===== src/rtl/sum_writeback_if.sv =====
// Stream-in / memory-write bundle for sum_writeback.
// The slave side is the writeback block: it consumes the adder's sum stream
// and drives the destination-memory write port. The master side is whatever
// sits around it (adder + memory, or a testbench).
interface sum_writeback_if #(
   parameter int DATA_W = 8,
   parameter int ADDR_W = 4
);
   logic [DATA_W-1:0] DIn;
   logic              DInValid;
   logic              DInReady;
   logic              WStall;
   logic              WEn;
   logic [ADDR_W-1:0] WAddr;
   logic [DATA_W-1:0] WData;

   modport master (
      output DIn, DInValid, WStall,
      input  DInReady, WEn, WAddr, WData
   );

   modport slave (
      input  DIn, DInValid, WStall,
      output DInReady, WEn, WAddr, WData
   );
endinterface


===== src/rtl/sum_writeback.sv =====
// Sum writeback: buffers adder results in a small FIFO and writes them to
// consecutive destination-memory addresses starting at a programmed base,
// pulsing Done once the programmed word count has been committed.
module sum_writeback #(
   parameter int DATA_W     = 8,
   parameter int ADDR_W     = 4,
   parameter int FIFO_DEPTH = 4
) (
   input  logic              clk,
   input  logic              rst_n,
   input  logic              Start,
   input  logic              Abort,
   input  logic [ADDR_W-1:0] BaseAddr,
   input  logic [ADDR_W:0]   Count,
   sum_writeback_if.slave    bus,
   output logic              Busy,
   output logic              Done
);

   localparam int PTR_W = (FIFO_DEPTH > 1) ? $clog2(FIFO_DEPTH) : 1;
   localparam int OCC_W = PTR_W + 1;
   localparam int CNT_W = ADDR_W + 1;

   localparam logic [OCC_W-1:0] OCC_FULL = OCC_W'(FIFO_DEPTH);
   localparam logic [OCC_W-1:0] OCC_ONE  = OCC_W'(1);
   localparam logic [PTR_W-1:0] PTR_ONE  = PTR_W'(1);
   localparam logic [CNT_W-1:0] CNT_ONE  = CNT_W'(1);

   typedef enum logic [1:0] {
      ST_IDLE = 2'd0,
      ST_RUN  = 2'd1,
      ST_DONE = 2'd2
   } state_t;

   // Control state
   state_t             r_state;
   logic [ADDR_W-1:0]  r_base;
   logic [CNT_W-1:0]   r_count;
   logic [CNT_W-1:0]   r_accepted;
   logic [CNT_W-1:0]   r_written;

   // Input buffer
   logic [DATA_W-1:0]  r_fifo [FIFO_DEPTH];
   logic [PTR_W-1:0]   r_wr_ptr;
   logic [PTR_W-1:0]   r_rd_ptr;
   logic [OCC_W-1:0]   r_occ;

   // Registered outputs
   logic               r_wen;
   logic [ADDR_W-1:0]  r_waddr;
   logic [DATA_W-1:0]  r_wdata;
   logic               r_busy;
   logic               r_done;

   // Per-edge decisions
   logic               w_run;
   logic               w_abort;
   logic               w_full;
   logic               w_empty;
   logic               w_ready;
   logic               w_push;
   logic               w_pop;
   logic               w_last_pop;

   assign w_run   = (r_state == ST_RUN);
   assign w_abort = w_run & Abort;
   assign w_full  = (r_occ == OCC_FULL);
   assign w_empty = (r_occ == '0);

   // Ready depends only on registered state so the upstream adder never sees
   // a combinational path from its own valid back to ready.
   assign w_ready = w_run & ~w_full & (r_accepted < r_count);

   // Abort discards everything on its edge, including a handshake or a pop.
   assign w_push     = w_ready & bus.DInValid & ~w_abort;
   assign w_pop      = w_run & ~w_empty & ~bus.WStall & ~w_abort;
   assign w_last_pop = w_pop & ((r_written + CNT_ONE) == r_count);

   assign bus.DInReady = w_ready;
   assign bus.WEn      = r_wen;
   assign bus.WAddr    = r_waddr;
   assign bus.WData    = r_wdata;
   assign Busy         = r_busy;
   assign Done         = r_done;

   // FIFO storage: written on push, read at the head on pop.
   // NOTE: the data array has no reset; emptiness is defined solely by the
   // pointers and occupancy, so stale words are never observed.
   always_ff @(posedge clk) begin
      if (w_push) begin
         r_fifo[r_wr_ptr] <= bus.DIn;
      end
   end

   // FIFO pointers and occupancy; Abort flushes by clearing them.
   always_ff @(posedge clk or negedge rst_n) begin
      if (!rst_n) begin
         r_wr_ptr <= '0;
         r_rd_ptr <= '0;
         r_occ    <= '0;
      end else if (w_abort) begin
         r_wr_ptr <= '0;
         r_rd_ptr <= '0;
         r_occ    <= '0;
      end else begin
         if (w_push) begin
            r_wr_ptr <= r_wr_ptr + PTR_ONE;
         end
         if (w_pop) begin
            r_rd_ptr <= r_rd_ptr + PTR_ONE;
         end
         case ({w_push, w_pop})
            2'b10:   r_occ <= r_occ + OCC_ONE;
            2'b01:   r_occ <= r_occ - OCC_ONE;
            default: r_occ <= r_occ;
         endcase
      end
   end

   // Transfer FSM with registered write port, Busy and Done.
   always_ff @(posedge clk or negedge rst_n) begin
      if (!rst_n) begin
         r_state    <= ST_IDLE;
         r_base     <= '0;
         r_count    <= '0;
         r_accepted <= '0;
         r_written  <= '0;
         r_wen      <= 1'b0;
         r_waddr    <= '0;
         r_wdata    <= '0;
         r_busy     <= 1'b0;
         r_done     <= 1'b0;
      end else begin
         // NOTE: non-blocking assignments throughout, so every decision below
         // sees the pre-edge values of the state it reads; the pulse defaults
         // are then overridden by the branches that need them high.
         r_wen  <= 1'b0;
         r_done <= 1'b0;

         case (r_state)
            ST_IDLE: begin
               if (Start) begin
                  if (Count != '0) begin
                     r_base     <= BaseAddr;
                     r_count    <= Count;
                     r_accepted <= '0;
                     r_written  <= '0;
                     r_busy     <= 1'b1;
                     r_state    <= ST_RUN;
                  end else begin
                     // Empty transfer completes immediately without leaving IDLE.
                     r_done <= 1'b1;
                  end
               end
            end

            ST_RUN: begin
               if (Abort) begin
                  r_busy  <= 1'b0;
                  r_state <= ST_IDLE;
               end else begin
                  if (w_push) begin
                     r_accepted <= r_accepted + CNT_ONE;
                  end
                  if (w_pop) begin
                     r_wen     <= 1'b1;
                     r_wdata   <= r_fifo[r_rd_ptr];
                     // Address arithmetic wraps modulo the memory size.
                     r_waddr   <= r_base + r_written[ADDR_W-1:0];
                     r_written <= r_written + CNT_ONE;
                     if (w_last_pop) begin
                        r_busy  <= 1'b0;
                        r_done  <= 1'b1;
                        r_state <= ST_DONE;
                     end
                  end
               end
            end

            ST_DONE: begin
               r_state <= ST_IDLE;
            end

            default: begin
               r_busy  <= 1'b0;
               r_state <= ST_IDLE;
            end
         endcase
      end
   end

endmodule

===== src/flat_wrapper.sv =====
// flat-port wrapper written by rule: the top's interface ports become plain ports
module sum_writeback_flat 
#(
   parameter int DATA_W     = 8,
   parameter int ADDR_W     = 4,
   parameter int FIFO_DEPTH = 4
)
  (clk, rst_n, Start, Abort, BaseAddr, Count, Busy, Done, bus_DIn, bus_DInValid, bus_WStall, bus_DInReady, bus_WEn, bus_WAddr, bus_WData);
  sum_writeback_if #(.DATA_W(DATA_W), .ADDR_W(ADDR_W)) bus_i ();
  input  logic clk;
  input  logic rst_n;
  input  logic Start;
  input  logic Abort;
  input  logic [ADDR_W-1:0] BaseAddr;
  input  logic [ADDR_W:0] Count;
  output logic Busy;
  output logic Done;
  input wire logic [$bits(bus_i.DIn)-1:0] bus_DIn;
  input wire logic [$bits(bus_i.DInValid)-1:0] bus_DInValid;
  input wire logic [$bits(bus_i.WStall)-1:0] bus_WStall;
  output wire logic [$bits(bus_i.DInReady)-1:0] bus_DInReady;
  output wire logic [$bits(bus_i.WEn)-1:0] bus_WEn;
  output wire logic [$bits(bus_i.WAddr)-1:0] bus_WAddr;
  output wire logic [$bits(bus_i.WData)-1:0] bus_WData;
  assign bus_i.DIn = bus_DIn;
  assign bus_i.DInValid = bus_DInValid;
  assign bus_i.WStall = bus_WStall;
  assign bus_DInReady = bus_i.DInReady;
  assign bus_WEn = bus_i.WEn;
  assign bus_WAddr = bus_i.WAddr;
  assign bus_WData = bus_i.WData;
  sum_writeback #(.DATA_W(DATA_W), .ADDR_W(ADDR_W), .FIFO_DEPTH(FIFO_DEPTH)) u_core (.clk(clk), .rst_n(rst_n), .Start(Start), .Abort(Abort), .BaseAddr(BaseAddr), .Count(Count), .bus(bus_i), .Busy(Busy), .Done(Done));
endmodule

===== config.mk =====
export PLATFORM = sky130hd
export DESIGN_NAME = sum_writeback_flat
export DESIGN_NICKNAME = d
export VERILOG_FILES = /design/src/rtl/sum_writeback_if.sv /design/src/rtl/sum_writeback.sv /design/src/flat_wrapper.sv
export SDC_FILE = /design/constraint.sdc
export NUM_CORES = 1
export LEC_CHECK = 0
export CORE_MARGIN = 2
export CORE_UTILIZATION = 30
export CTS_CLUSTER_DIAMETER = 50
export CTS_CLUSTER_SIZE = 40
export DETAILED_ROUTE_END_ITERATION = 12
export GPL_ROUTABILITY_DRIVEN = 0
export HOLD_SLACK_MARGIN = 0.02
export PLACE_DENSITY = 0.44
export SYNTH_ARGS = -nofsm -noshare
export SYNTH_HDL_FRONTEND = slang
export SYNTH_SLANG_ARGS = --single-unit

===== constraint.sdc =====
create_clock -name clk -period 4.3 [get_ports clk]
set_input_delay 0.645 -clock clk [delete_from_list [all_inputs] [get_ports clk]]
set_output_delay 0.645 -clock clk [all_outputs]
set_load 0.005 [all_outputs]

Word level (Yosys, flattened, before mapping) --
Memory sizes are Yosys's and may differ from the RTL's. A register that Yosys moved wholly into a read port is not among the register bits. Index checks and enable logic that the tools add are counted.
Word-level totals: memories kept 1, input port bits 23, word-level logic and storage cells 100, memory bits (writable) 32, output and inout port bits 16, register bits 35
Cells by class: multiplexer cells 37, equal/unequal tests 13, order comparisons 1, reduce and logical (&&, ||, !) cells 14, bitwise gates (word level) 15, add/sub/neg operators 7
Memories:
- u_core.r_fifo | words 4, bits a word 8, rd ports 1, clocked after memory_dff 1, write ports 1, line sum_writeback.sv:43 | logic [DATA_W-1:0] r_fifo [FIFO_DEPTH];
Operators with widths (number):
- $mux 5 | 6
- $pmux 5 s2 | 2
- $mux 2 | 9
- $mux 1 | 15
- $reduce_and 5->1 | 3
- $add 5x1->5 const B | 2
- $and 1x1->1 | 9
- $ne 2x2->1 const B | 4
- $ne 3x3->1 const B | 2
- $not 1->1 | 6
- $pmux 3 s2 | 1
- $reduce_and 3->1 | 2
- $reduce_bool 2->1 | 3
- $eq 5x5->1 | 1
- $lt 5x5->1 | 1
- $reduce_bool 5->1 | 1
- $add 2x1->2 const B | 2
- $add 4x4->4 | 1
- $eq 2x1->1 const B | 2
- $eq 2x2->1 const B | 2
- $pmux 2 s2 | 1
- $reduce_and 4->1 | 1
- $add 3x1->3 const B | 1
- $eq 3x3->1 const B | 1
- 9 further kinds | 9

Depth between registers and ports, before layout --
word-level depth 10, gate-level depth with buffers 13, mapped depth without buffers 12

Worst setup path after synthesis --
Ideal clock, no wire load.
path kind register to register, from reg u_core.r_accepted[2], to reg u_core.r_occ[2], setup time 0.135 ns, required time 4.165 ns, clock period less this slack 2.631 ns, stages on the path, launching flop included 13, path buffers 1, arrival 2.497 ns, setup slack 1.669 ns, cell sequence dfrtp_1 ha_1 a21oi_1 o21ai_0 a311oi_1 buf_2 inv_1 ha_1 fa_1 xnor2_1 nor2_1 xnor2_1 a21oi_1
On the way: cells in the longest elaborated chain, start to end 7, elaborated cells on any way between the ends 9, those cells by class 1 x order compare; 2 x eq/ne; 2 x mux; 3 x bitwise; 1 x reduce/logical
Ends and longest elaborated chain:
- start, declared | line sum_writeback.sv:39 | logic [CNT_W-1:0] r_accepted;
- start signal, assigned | line sum_writeback.sv:163 | r_accepted <= r_accepted + CNT_ONE;
- $lt 5x5->1 * | line sum_writeback.sv:72 | assign w_ready = w_run & ~w_full & (r_accepted < r_count);
- $and 1x1->1 * | line sum_writeback.sv:72
- $and 1x1->1 * (2 in a row) | line sum_writeback.sv:75 | assign w_push = w_ready & bus.DInValid & ~w_abort;
- $eq 2x1->1 or $eq 2x2->1 (tied branches) | line sum_writeback.sv:112 | case ({w_push, w_pop})
- $pmux 3 s2 | line sum_writeback.sv:112
- $mux 3 | line sum_writeback.sv:101 | end else if (w_abort) begin
- end signal, assigned | line sum_writeback.sv:113 | 2'b10: r_occ <= r_occ + OCC_ONE;
- end signal, assigned | line sum_writeback.sv:114 | 2'b01: r_occ <= r_occ - OCC_ONE;
- end signal, assigned | line sum_writeback.sv:115 | default: r_occ <= r_occ;
- end, declared | line sum_writeback.sv:46 | logic [OCC_W-1:0] r_occ;
Every way passes the cells marked *; elsewhere a longest branch is shown, timed or not. A chain may end at the register's enable or synchronous reset.

Final worst setup path --
from reg u_core.r_count[2], to out bus_DInReady
On the way: cells in the longest elaborated chain, start to end 2
Ends and longest elaborated chain:
- start, declared | line sum_writeback.sv:38 | logic [CNT_W-1:0] r_count;
- start signal, assigned | line sum_writeback.sv:145 | r_count <= Count;
- $lt 5x5->1 | line sum_writeback.sv:72
- $and 1x1->1 | line sum_writeback.sv:72
- end, declared | line flat_wrapper.sv:21 | output wire logic [$bits(bus_i.DInReady)-1:0] bus_DInReady;
Every way passes these cells.

==> metrics <==
synth-to-layout area growth 23.3%; P_leak 0.00176 uW; Yosys warnings 0; layout cells sized above 1 around a tenth; Seq/Total Area, Yosys between 50% and 60%; setup ws final 1.40 ns; normalized max-slew margin between 30% and 40%; Via Count between 2000 and 2500; Max-Cap Viols 0; Mean Syn Cell Area between 10 and 15 sq um; Max Root-Sink Buffers 2; Syn Inst Count approximately 280; Die Ht 111 um; CP Max Fanout 3; Hold Violations, Final 0; worst slack at placement 1.11 ns; Post-CTS Resized 0; critical path, cell by cell inv_1, ha_1, a21oi_1, o21ai_0, nand3_1, nand3_1, nor3_1, clkdlybuf4s50_1; Setup CP Type flip-flop to output pin; maximum VDD drop roughly 0.17 mV; DR WL/cell 15.3 um; chip width 111 um; syn nets roughly 320; crit start category flip-flop; antenna viol nets, final 0; htree depth 3; post-synth top area share roughly 31%; first-pass GRT wire length 11800 um; FMAX approximately 340 MHz; drt pass-1 iters 4; crit-path leading delay family buffers and inverters; minimum clock period ~2.9 ns; io pins 39; Core Area about 11000 sq um; Mapped Area 3430 sq um; Yosys top cell by area dfrtp_1; gr ovfl total 0; WHS ~0.48 ns; Core Rows 39; Via density ~4.6; status completed; cell mode on critical path nand3_1; total die area ~12000 sq um; CTS Hold Bufs 0; starting density of the core between 30% and 40%; WL final approximately 7100 um; Setup Viol. Count Final 0; Tcrit/Tclk final between 60% and 70%; CTS Buf Count 9; Post-CTS Repair Setup Buffers 0; pwr dens approximately 550 nW/um^2; Most used DFF post-synth dfrtp_1; unrepaired setup endpoints after global routing false; vias in the first global route 2147; buffers and inverters on the worst path 2; CTS tree yes; Root Buffer clkbuf_16; crit end category output pin; arrival time worst endpoint between 2 and 2.5 ns; EDFF count, synth 32; fin nets roughly 360; Hold WC Path Type flip-flop to flip-flop; initial antenna violation count 0; Synth area leaders dfrtp_1 (31%), edfxtp_1 (28%), nand2_1 (6.2%); clock sink total 75; final slew viol count 0; Seq cells post-synth 75; Yosys cell types 42; Worst Path Required between 3 and 4 ns; pin count of the biggest net entering global routing 44; Async S/R FF share, synth a little under three fifths; I/O Buffers 38; Detailed Place HPWL between 4000 and 5000 um; drt drc 0; ant diodes 0; CP max stage cell clkdlybuf4s50_1; Clock Latency Late Sink ~0.34 ns; Total Routing Usage GR between 10% and 20%; crit-path max cell delay roughly 0.53 ns; CTS clock-pin slew for the worst setup and hold paths 0.06 ns; Iter 0 DRT Violations between 100 and 150; final worst clock skew 0.0112 ns; Setup TNS 0 ns; pin slew with the least headroom to its limit around 1 ns
-- tightest hold or removal path, stage by stage, from the launching register on --
cell,delay [ns]
dfrtp_1,0.34
nand2_1,0.05
nand2_1,0.06
-- area by class of cell --
| class | instances | area, sq um |
|---|---|---|
| Fill cell | 1086 | 7040 |
| Sequential cell | 75 | 2040 |
| Timing Repair Buffer | 41 | 398 |
| Inverter | 13 | 48.8 |
| Clock inverter | 7 | 68.8 |
| Multi-Input combinational cell | 176 | 1280 |
| Clock buffer | 9 | 225 |
| Tap cell | 143 | 179 |
-- Yosys cell counts (3+ instances only) --
cell,instances
inv_1,13
nor3_1,3
nand3_1,8
nand2_1,57
a21oi_1,7
and2_1,5
xor2_1,7
dfrtp_1,43
buf_2,5
nor2_1,6
ha_1,14
clkbuf_1,5
xnor2_1,10
o21ai_0,13
edfxtp_1,32
mux2i_1,5
mux4_2,8
a21o_1,3
mux2_2,4
-- worst paths after layout --
check | from | end | slack (ns) | cells past startpoint
worst min register to register | u_core.bus.WData[4] | u_core.bus.WData[4] | 0.48 | 2
min in group asynchronous | rst_n | u_core.r_count[3] | 0.49 | 1
worst min-delay path | u_core.bus.WData[4] | u_core.bus.WData[4] | 0.48 | 2
worst max register to register | u_core.r_count[2] | u_core.r_occ[2] | 1.49 | 13
max in group asynchronous | rst_n | u_core.r_occ[1] | 3.19 | 1
worst max-delay path | u_core.r_count[2] | bus_DInReady | 1.40 | 8
-- where the power goes --
| part | total [uW] | switching (uW) | internal, uW |
|---|---|---|---|
| Sequential | 1020 | 141 | 880 |
| Clock | 742 | 296 | 446 |
| Combinational | 565 | 249 | 317 |
-- stage by stage --
stage | utilization, % | power, uW | cell area [sq um] | cells
6_report | 37.6 | 2330 | 4240 | 464
5_1_grt | 37.6 | 2480 | 4240 | 464
4_1_cts | 37.6 | 2370 | 4240 | 464
3_5_place_dp | 35.0 | 1620 | 3940 | 448
3_3_place_gp | 35.0 | 1610 | 3940 | 448
2_1_floorplan | - | 1350 | 3430 | 277
-- flip-flops by register name, indices dropped and copies added (netlist names) --
register	count
u_core.r_fifo	32
u_core.r_occ	3
u_core.bus.WAddr	4
u_core.r_state	2
u_core.bus.WData	8
u_core.bus.WEn	1
u_core.Done	1
u_core.r_accepted	5
u_core.r_rd_ptr	2
u_core.r_wr_ptr	2
u_core.r_count	5
u_core.r_base	4
u_core.Busy	1
u_core.r_written	5
-- cell usage in the layout (no fill, tap or decap), types with 3 or more instances in the layout --
master / n
inv_1: 13
clkinvlp_4: 4
nand2_1: 57
and2_1: 5
nor3_1: 3
dfrtp_1: 43
edfxtp_1: 32
a21o_1: 3
a21oi_1: 7
o21ai_0: 13
clkdlybuf4s50_1: 37
ha_1: 14
nand3_1: 8
nor2_1: 6
xnor2_1: 10
mux4_2: 8
mux2i_1: 5
clkbuf_16: 9
mux2_2: 4
buf_4: 3
xor2_1: 7
-- kinds of logic after synthesis --
group / Yosys count / synth area share (%)
xor+xnor: 17 / 4.34
mux: 17 / 8.01
compound gates: 31 / 5.36
fa+ha+maj: 16 / 6.27
simple gates: 95 / 13.3
flops: 75 / 59.3
buf+inv: 26 / 3.46
-- layer usage --
layer / GRT usage [%] / wire (um)
met2: 17.8 / 3130
met4: 5.50 / 98
met3: 3.61 / 250
met1: 18.2 / 3650
met5: 0 / 0
(Power assumes the default switching activity.)
